**config.mk**
```make
export PLATFORM = sky130hd
export DESIGN_NAME = avmm_counter_slave_flat
export DESIGN_NICKNAME = d
export VERILOG_FILES = /design/src/rtl/avmm_counter_slave_if.sv /design/src/rtl/avmm_counter_slave.sv /design/src/flat_wrapper.sv
export SDC_FILE = /design/constraint.sdc
export NUM_CORES = 1
export LEC_CHECK = 0
export CORE_MARGIN = 2
export CORE_UTILIZATION = 52
export CTS_CLUSTER_DIAMETER = 150
export DETAILED_ROUTE_END_ITERATION = 10
export GPL_ROUTABILITY_DRIVEN = 0
export PLACE_DENSITY_LB_ADDON = 0.12
export REMOVE_ABC_BUFFERS = 1
export SYNTH_ARGS = -nofsm -noshare
export SYNTH_HDL_FRONTEND = slang
export SYNTH_SLANG_ARGS = --single-unit
```
**constraint.sdc**
```tcl
create_clock -name clk_clk -period 3.1 [get_ports clk_clk]
set_input_delay 0.62 -clock clk_clk [delete_from_list [all_inputs] [get_ports clk_clk]]
set_output_delay 0.62 -clock clk_clk [all_outputs]
set_load 0.1 [all_outputs]
```
**src/rtl/avmm_counter_slave_if.sv**
```systemverilog
// Avalon-MM bus bundle between the master and avmm_counter_slave.
// Signals:
//   avs_address       word address, master -> slave
//   avs_read          read strobe, master -> slave
//   avs_write         write strobe, master -> slave
//   avs_writedata     write data, master -> slave
//   avs_readdata      read data, slave -> master, one cycle after avs_read
//   avs_readdatavalid read data qualifier, slave -> master
interface avmm_counter_slave_if;
  logic [2:0]  avs_address;
  logic        avs_read;
  logic        avs_write;
  logic [31:0] avs_writedata;
  logic [31:0] avs_readdata;
  logic        avs_readdatavalid;

  modport master (
    output avs_address, avs_read, avs_write, avs_writedata,
    input  avs_readdata, avs_readdatavalid
  );

  modport slave (
    input  avs_address, avs_read, avs_write, avs_writedata,
    output avs_readdata, avs_readdatavalid
  );
endinterface

```
**src/rtl/avmm_counter_slave.sv**
```systemverilog
// Avalon-MM slave wrapping a loadable, prescaled down-counter.
// Modes: 00 idle, 01 decrement, 10 divide-by-2, 11 reserved (idle).
// Registers: 0 LOAD(W), 1 MODE(RW), 2 COUNT(RO), 3 STATUS(bit0 ZERO, bit1 STICKY W1C),
//            4 PRESCALE(RW), 6 IRQ_MASK(RW, only with COUNTER_IRQ_EN), others read 0.
// Ports:
//   clk_clk          system clock
//   reset_reset_n    asynchronous active-low reset
//   avs              Avalon-MM slave bus (no waitrequest, read latency 1)
//   count_writedata  live counter value
//   zero_writedata   high while the counter is 0
//   irq              STICKY & IRQ_MASK (only with COUNTER_IRQ_EN defined)
// Optional feature macro: COUNTER_IRQ_EN.
module avmm_counter_slave #(
  parameter int unsigned WIDTH      = 8,
  parameter int unsigned PRESCALE_W = 16
) (
  input  logic                  clk_clk,
  input  logic                  reset_reset_n,
  avmm_counter_slave_if.slave   avs,
  output logic [WIDTH-1:0]      count_writedata,
`ifdef COUNTER_IRQ_EN
  output logic                  irq,
`endif
  output logic                  zero_writedata
);

  localparam logic [2:0] ADDR_LOAD     = 3'd0;
  localparam logic [2:0] ADDR_MODE     = 3'd1;
  localparam logic [2:0] ADDR_COUNT    = 3'd2;
  localparam logic [2:0] ADDR_STATUS   = 3'd3;
  localparam logic [2:0] ADDR_PRESCALE = 3'd4;
`ifdef COUNTER_IRQ_EN
  localparam logic [2:0] ADDR_IRQ_MASK = 3'd6;
`endif

  logic [WIDTH-1:0]      count_q, count_d;
  logic [1:0]            mode_q, mode_d;
  logic [PRESCALE_W-1:0] prescale_q, prescale_d;
  logic [PRESCALE_W-1:0] pcnt_q, pcnt_d;
  logic                  sticky_q, sticky_d;
  logic [31:0]           rdata;
  logic                  step_en, tick, sticky_set;
  logic [WIDTH-1:0]      step_val;
  logic                  wr_load, wr_mode, wr_status, wr_prescale;
`ifdef COUNTER_IRQ_EN
  logic                  irq_mask_q, irq_mask_d;
  logic                  wr_irq_mask;
`endif

  // Upper write-data bits are don't-care for every register.
  logic unused_wdata;
  assign unused_wdata = ^avs.avs_writedata;

  always_comb begin
    wr_load     = avs.avs_write && (avs.avs_address == ADDR_LOAD);
    wr_mode     = avs.avs_write && (avs.avs_address == ADDR_MODE);
    wr_status   = avs.avs_write && (avs.avs_address == ADDR_STATUS);
    wr_prescale = avs.avs_write && (avs.avs_address == ADDR_PRESCALE);

    // Reserved mode 11 never steps; stepping also stops once the count is 0.
    step_en  = ((mode_q == 2'b01) || (mode_q == 2'b10)) && (count_q != '0);
    tick     = step_en && (pcnt_q == prescale_q);
    step_val = (mode_q == 2'b01) ? (count_q - WIDTH'(1)) : (count_q >> 1);
    // A LOAD on the same edge discards the tick entirely.
    sticky_set = tick && (step_val == '0) && !wr_load;

    count_d    = count_q;
    pcnt_d     = pcnt_q;
    mode_d     = wr_mode ? avs.avs_writedata[1:0] : mode_q;
    prescale_d = wr_prescale ? avs.avs_writedata[PRESCALE_W-1:0] : prescale_q;

    if (wr_load) begin
      count_d = avs.avs_writedata[WIDTH-1:0];
      pcnt_d  = '0;
    end else if (tick) begin
      count_d = step_val;
      pcnt_d  = '0;
    end else if (step_en) begin
      pcnt_d = pcnt_q + PRESCALE_W'(1);
    end else begin
      pcnt_d = '0;
    end

    if (wr_load) begin
      sticky_d = 1'b0;
    end else if (sticky_set) begin
      sticky_d = 1'b1;
    end else if (wr_status && avs.avs_writedata[1]) begin
      sticky_d = 1'b0;
    end else begin
      sticky_d = sticky_q;
    end

`ifdef COUNTER_IRQ_EN
    wr_irq_mask = avs.avs_write && (avs.avs_address == ADDR_IRQ_MASK);
    irq_mask_d  = wr_irq_mask ? avs.avs_writedata[0] : irq_mask_q;
`endif

    // Read mux sees pre-write state, so a simultaneous write is not visible.
    rdata = '0;
    case (avs.avs_address)
      ADDR_MODE:     rdata = {30'd0, mode_q};
      ADDR_COUNT:    rdata = 32'(count_q);
      ADDR_STATUS:   rdata = {30'd0, sticky_q, (count_q == '0)};
      ADDR_PRESCALE: rdata = 32'(prescale_q);
`ifdef COUNTER_IRQ_EN
      ADDR_IRQ_MASK: rdata = {31'd0, irq_mask_q};
`endif
      default:       rdata = '0;
    endcase
  end

  always_ff @(posedge clk_clk or negedge reset_reset_n) begin
    if (!reset_reset_n) begin
      count_q               <= '0;
      mode_q                <= 2'b00;
      prescale_q            <= '0;
      pcnt_q                <= '0;
      sticky_q              <= 1'b0;
      avs.avs_readdata      <= '0;
      avs.avs_readdatavalid <= 1'b0;
`ifdef COUNTER_IRQ_EN
      irq_mask_q            <= 1'b0;
`endif
    end else begin
      count_q               <= count_d;
      mode_q                <= mode_d;
      prescale_q            <= prescale_d;
      pcnt_q                <= pcnt_d;
      sticky_q              <= sticky_d;
      avs.avs_readdata      <= avs.avs_read ? rdata : '0;
      avs.avs_readdatavalid <= avs.avs_read;
`ifdef COUNTER_IRQ_EN
      irq_mask_q            <= irq_mask_d;
`endif
    end
  end

  assign count_writedata = count_q;
  assign zero_writedata  = (count_q == '0);
`ifdef COUNTER_IRQ_EN
  assign irq = sticky_q & irq_mask_q;
`endif

endmodule
```
**src/flat_wrapper.sv**
```systemverilog
// flat-port wrapper written by rule: the top's interface ports become plain ports
module avmm_counter_slave_flat 
#(
  parameter int unsigned WIDTH      = 8,
  parameter int unsigned PRESCALE_W = 16
)
  (clk_clk, reset_reset_n, count_writedata, zero_writedata, avs_avs_address, avs_avs_read, avs_avs_write, avs_avs_writedata, avs_avs_readdata, avs_avs_readdatavalid);
  avmm_counter_slave_if avs_i ();
  input  logic clk_clk;
  input  logic reset_reset_n;
  output logic [WIDTH-1:0] count_writedata;
  output logic zero_writedata;
  input wire logic [$bits(avs_i.avs_address)-1:0] avs_avs_address;
  input wire logic [$bits(avs_i.avs_read)-1:0] avs_avs_read;
  input wire logic [$bits(avs_i.avs_write)-1:0] avs_avs_write;
  input wire logic [$bits(avs_i.avs_writedata)-1:0] avs_avs_writedata;
  output wire logic [$bits(avs_i.avs_readdata)-1:0] avs_avs_readdata;
  output wire logic [$bits(avs_i.avs_readdatavalid)-1:0] avs_avs_readdatavalid;
  assign avs_i.avs_address = avs_avs_address;
  assign avs_i.avs_read = avs_avs_read;
  assign avs_i.avs_write = avs_avs_write;
  assign avs_i.avs_writedata = avs_avs_writedata;
  assign avs_avs_readdata = avs_i.avs_readdata;
  assign avs_avs_readdatavalid = avs_i.avs_readdatavalid;
  avmm_counter_slave #(.WIDTH(WIDTH), .PRESCALE_W(PRESCALE_W)) u_core (.clk_clk(clk_clk), .reset_reset_n(reset_reset_n), .avs(avs_i), .count_writedata(count_writedata), .zero_writedata(zero_writedata));
endmodule
```
=== Yosys cells after proc, flatten, opt, wreduce, memory -nomap -nowiden ===
Index checks and enable logic that the tools add are counted.

* Input port bits: 39
* Flip-flop bits (word level): 76
* Output and inout bits: 42
* Logic and storage cells: 44

* Equal/unequal tests: 7
* $add $sub $neg: 2
* Reductions and logical operators: 17
* Muxes and demuxes: 11

{| class="wikitable"
|+ Operators with widths
! operator !! count
|-
| 2-to-1 mux 16 bit || 4
|-
| case mux 16 bit (4 select lines) || 1
|-
| 2-to-1 mux 8 bit || 3
|-
| adder 16 x 1 -> 16 bit (second input constant) || 1
|-
| equality test 16 bit || 1
|-
| logical NOT 8 bit || 2
|-
| logical AND 1 bit || 9
|-
| nonzero test 8 bit || 1
|-
| subtractor 8 x 1 -> 8 bit (second input constant) || 1
|-
| equality test 3 x 2 -> 1 bit (second input constant) || 2
|-
| equality test 3 x 1 -> 1 bit (second input constant) || 1
|-
| equality test 3 bit (second input constant) || 1
|-
| logical NOT 3 bit || 1
|-
| 2-to-1 mux 1 bit || 3
|-
| nonzero test 3 bit || 1
|-
| equality test 2 x 1 -> 1 bit (second input constant) || 1
|-
| equality test 2 bit (second input constant) || 1
|-
| nonzero test 2 bit || 1
|-
| logical NOT 1 bit || 1
|-
| logical OR 1 bit || 1
|}

=== Longest topological paths before layout ===
* Depth after elaboration: 8
* Depth in mapped cells: 8
* Mapped depth without buffers: 7

=== Worst setup path before layout ===
Ideal clock, no wire load.

* Path type: register -> register
* Start point: reg u_core.count_q[2], in the netlist u_core.count_writedata[2]
* End point: reg u_core.count_q[0], in the netlist u_core.count_writedata[0]
* Setup slack: 0.150 ns
* Data required time: 3.025 ns
* Cell stages (with the launch flop): 8
* Library setup time: 0.075 ns
* Period minus slack after synthesis: 2.950 ns
* Data arrival time: 2.875 ns
* Buffers on the path: 1
* Cell sequence: dfrtp_1 -> buf_2 -> nor3_2 -> and4b_1 -> nor2_2 -> and4_1 -> a211o_1 -> o21ai_2

* Cells in the longest elaborated chain, start to end: 4

{| class="wikitable"
|+ RTL lines
! item !! RTL line !! source
|-
| start: declaration || avmm_counter_slave.sv:36 || <nowiki>logic [WIDTH-1:0] count_q, count_d;</nowiki>
|-
| start signal: assignment || avmm_counter_slave.sv:126 || <nowiki>count_q <= count_d;</nowiki>
|-
| nonzero test 8 bit || avmm_counter_slave.sv:61 || <nowiki>step_en = ((mode_q == 2'b01) || (mode_q == 2'b10)) && (count_q != '0);</nowiki>
|-
| logical AND 1 bit || avmm_counter_slave.sv:61 ||
|-
| logical AND 1 bit || avmm_counter_slave.sv:62 || <nowiki>tick = step_en && (pcnt_q == prescale_q);</nowiki>
|-
| nonzero test 2 bit (no line) || -- ||
|}

Every way passes these cells.
A chain may end at the register's enable or synchronous reset.

=== Final worst setup path ===
* Start point: reg u_core.count_q[0], in the netlist u_core.count_writedata[0]
* End point: out zero_writedata

* Cells in the longest elaborated chain, start to end: 1

{| class="wikitable"
|+ RTL lines
! item !! RTL line !! source
|-
| logical NOT 8 bit || avmm_counter_slave.sv:140 || <nowiki>assign zero_writedata = (count_q == '0);</nowiki>
|-
| end: declaration || flat_wrapper.sv:12 || <nowiki>output logic zero_writedata;</nowiki>
|}

Every way passes these cells.

==> results.md <==
* Maximum clock skew at final layout at 5.44 ps
* CP Data Required Time at 2480 ps
* Classification of the worst setup path: register to primary output
* Area of the mapped netlist at 3080 um2
* Int Power at 1.68 mW
* Worst vdd rail ir drop at 0.477 mV
* Instance count of the mapped netlist at 297
* Later-pin clock latency in the skew report at 340 ps
* CTS buffer count at 9
* Count of hold buffers inserted by post-cts repair at 0
* Class of the tightest hold or removal check: input port to async pin
* CTS clock-pin slew for the worst setup and hold paths at 70 ps
* Vias per cell at 5.12
* Capture instance of the worst register-to-register path: u_core.pcnt_q[4]
* Crit path cell chain: inv_1, ha_1, and4b_1, buf_4
* DRC at 0
* Kind of start point of the critical path: register
* Synthesis-to-layout area growth at 22.0%
* Vias in the first global route at 2053
* Number of library cell types mapped by synthesis at 37
* P_sw at 1.05 mW
* Overall die area at 6560 um2
* Final hold violation count at 0
* Largest net degree at the start of global routing at 25
* Cell types with the largest area share after synthesis: dfrtp_1, xnor2_1, mux2_2, nor2_1, buf_4
* Wire length of the first global-routing pass at 9820 um
* Cell chosen for the clock root: clkbuf_8
* Register-to-Register Setup Slack at 990 ps
* Global-route usage over all layers at 20.3%
* R2R Path Start: u_core.count_writedata[0]
* Aggregate routed wire length at 6090 um
* Post-DP HPWL at 4350 um
* Overall overflow remaining after global route at 0
* # nets final at 393
* Most used flip-flop cell after synthesis: dfrtp_1
* Area of combinational cells with multiple inputs at 1460 um2
* Number of fill cells in the layout at 493
* Normalized max-slew margin at 55.2%
* Cell row count at 28
* Total leakage power at 1.73 nW
* # IOs at 81
* Wirelength per Cell at 14.2 um
* Gate power share at 31.2%
* Synth top area share at 48.7%
* Max clock buf depth at 2
* Final Max Slew Viols at 0
* Slew @ Worst Pin at 670 ps
* Layout cells sized above 1 at 19.7%
* Number of enable flip-flop cells after synthesis at 0
* # resized after CTS at 0
* Final total negative setup slack at 0 ps
* Syn avg cell area at 10.4 um2
* IO Port Bufs at 48
* Period utilisation layout at 75.5%
* Initial Utilization at 53.0%
* Drt first-iter violations at 133
* Number of nets with antenna violations after detailed routing at 0
* Total of endpoints with negative setup slack in the final report at 0
* Die width at 81 um
* Combined flip-flop and latch cell area at 1500 um2
* Maximum capacitance violations at 0
* Setup repair after global routing missed its margin: no
* Power density over cell area at 726 nW/um2
* Die Ht at 81 um
* List of most frequent post-synthesis cells: dfrtp_1, nor2_1, xnor2_1, nand2_1, mux2_2
* TritonCTS clock tree: done
* Post-synthesis cell type with the largest combined area: dfrtp_1
* Post-layout util at 64.7%
* Worst setup path endpoint: zero_writedata
* Floorplan Core Area at 5820 um2
* Count of H-tree levels built during CTS at 3
* Buffer count from post-CTS setup fixing at 0
* Max Fanout on Critical Path at 8
* Initial antenna violation count at 0
* Category of the worst setup path capture point: primary output
* Sequential share of power at 37.0%
* Sw Ratio at 38.3%
* Clock network fraction of design power at 31.8%
* Most used standard cell by instance count after synthesis: dfrtp_1
* Crit-path slowest cell: dfrtp_1
* Final critical path time including I/O delays and setup at 2340 ps
* Total inserted antenna cells at 0
* Max Clock Freq at 427 MHz
* First element of the critical path: u_core.count_writedata[0]
* Count of TritonRoute iterations in the first routing pass at 4
* Data arrival time of the critical path at 1720 ps
* Total via count after detailed routing at 2203
* Total of flip-flops plus latches after synthesis at 60
* Path depth of the worst reg2reg path at 6
* Number of warnings reported in the yosys synthesis log at 0
* Status: finished clean
* TritonCTS sink count at 60
* Share of async-settable or async-resettable flops after synthesis at 100%
* Largest stage delay on the critical path at 460 ps
* Sequential element share of the synthesized area at 48.7%
==> power by group through the flow <==
stage	combinational (mW)	clock, mW	sequential (mW)
2_1_floorplan	0.428	0	1.24
5_1_grt	0.914	0.916	1.03
3_3_place_gp	0.847	0	1.02
6_report	0.852	0.869	1.01
4_1_cts	0.857	0.886	1.01
3_5_place_dp	0.852	0	1.02
==> flip-flops by register name (all words and copies together), names as in the netlist <==
| signal | cells |
|---|---|
| u_core.mode_q | 2 |
| u_core.avs.avs_readdatavalid | 1 |
| u_core.avs.avs_readdata | 16 |
| u_core.prescale_q | 16 |
| u_core.count_writedata | 8 |
| u_core.sticky_q | 1 |
| u_core.pcnt_q | 16 |
==> worst min-delay path by stage <==
stage	startpoint	endpoint	cells after the start
6_report	reset_reset_n	u_core.avs.avs_readdata[1]	1
5_1_grt	reset_reset_n	u_core.count_writedata[1]	1
4_1_cts	reset_reset_n	u_core.avs.avs_readdata[1]	1
3_5_place_dp	u_core.sticky_q	u_core.sticky_q	1
3_3_place_gp	u_core.sticky_q	u_core.sticky_q	1
2_1_floorplan	reset_reset_n	u_core.avs.avs_readdata[0]	0
==> critical path, delay by kind of cell, from the launching register on <==
family	cells	cell delay [ps]
AND/OR/NAND/NOR	1	270
adder cells (fa/ha/maj)	1	160
buffers and inverters	2	490
flip-flops	1	460
==> placed cells by master (no fill, tap or decap), types with 9 or more instances in the layout <==
| cell type | synthesis | layout |
|---|---|---|
| clkbuf_8 | 0 | 9 |
| xnor2_1 | 25 | 25 |
| and2_1 | 12 | 12 |
| a21oi_1 | 10 | 10 |
| dfrtp_1 | 60 | 60 |
| o21ai_0 | 11 | 11 |
| clkdlybuf4s50_1 | 0 | 21 |
| conb_1 | 1 | 16 |
| mux2_2 | 17 | 17 |
| nor2_1 | 39 | 39 |
| buf_4 | 16 | 30 |
| nand2_1 | 18 | 18 |
| xor2_1 | 11 | 11 |
==> per-layer routing <==
layer	wire length [um]	vias up	GRT usage, %
met1	3100	1045	29.4
met2	2510	59	27.9
li1	-	1084	-
met3	326	15	4.78
met4	148	0	11.4
met5	0	-	0
==> metrics by stage <==
| step | power, mW | setup WS, ps | instance area [um2] | instances | hold slack, ps |
|---|---|---|---|---|---|
| 3_5_place_dp | 1.88 | 594 | 3510 | 414 | 494 |
| 2_1_floorplan | 1.67 | 172 | 2980 | 287 | 324 |
| 4_1_cts | 2.75 | 741 | 3760 | 430 | 184 |
| 5_1_grt | 2.86 | 667 | 3760 | 430 | 209 |
| 3_3_place_gp | 1.87 | 636 | 3510 | 414 | 488 |
| 6_report | 2.73 | 760 | 3760 | 430 | 191 |
==> layout make-up <==
cell class | count | share of cell area [%]
Sequential cell | 60 | 39.9
Clock inverter | 7 | 3.29
Timing Repair Buffer | 52 | 11.7
Multi-Input combinational cell | 223 | 38.9
Clock buffer | 9 | 3.29
Inverter | 4 | 0.399
Tap cell | 75 | 2.49
==> kinds of logic after synthesis <==
family	count (synthesis)	share of synthesized area, %
flops	60	48.7
xor+xnor	36	10.2
compound gates	32	6.13
fa+ha+maj	4	1.62
mux	24	8.48
simple gates	111	19.1
buf+inv	29	5.64
other cells	1	0.122
Note: power is estimated with default switching activity, not from simulation.
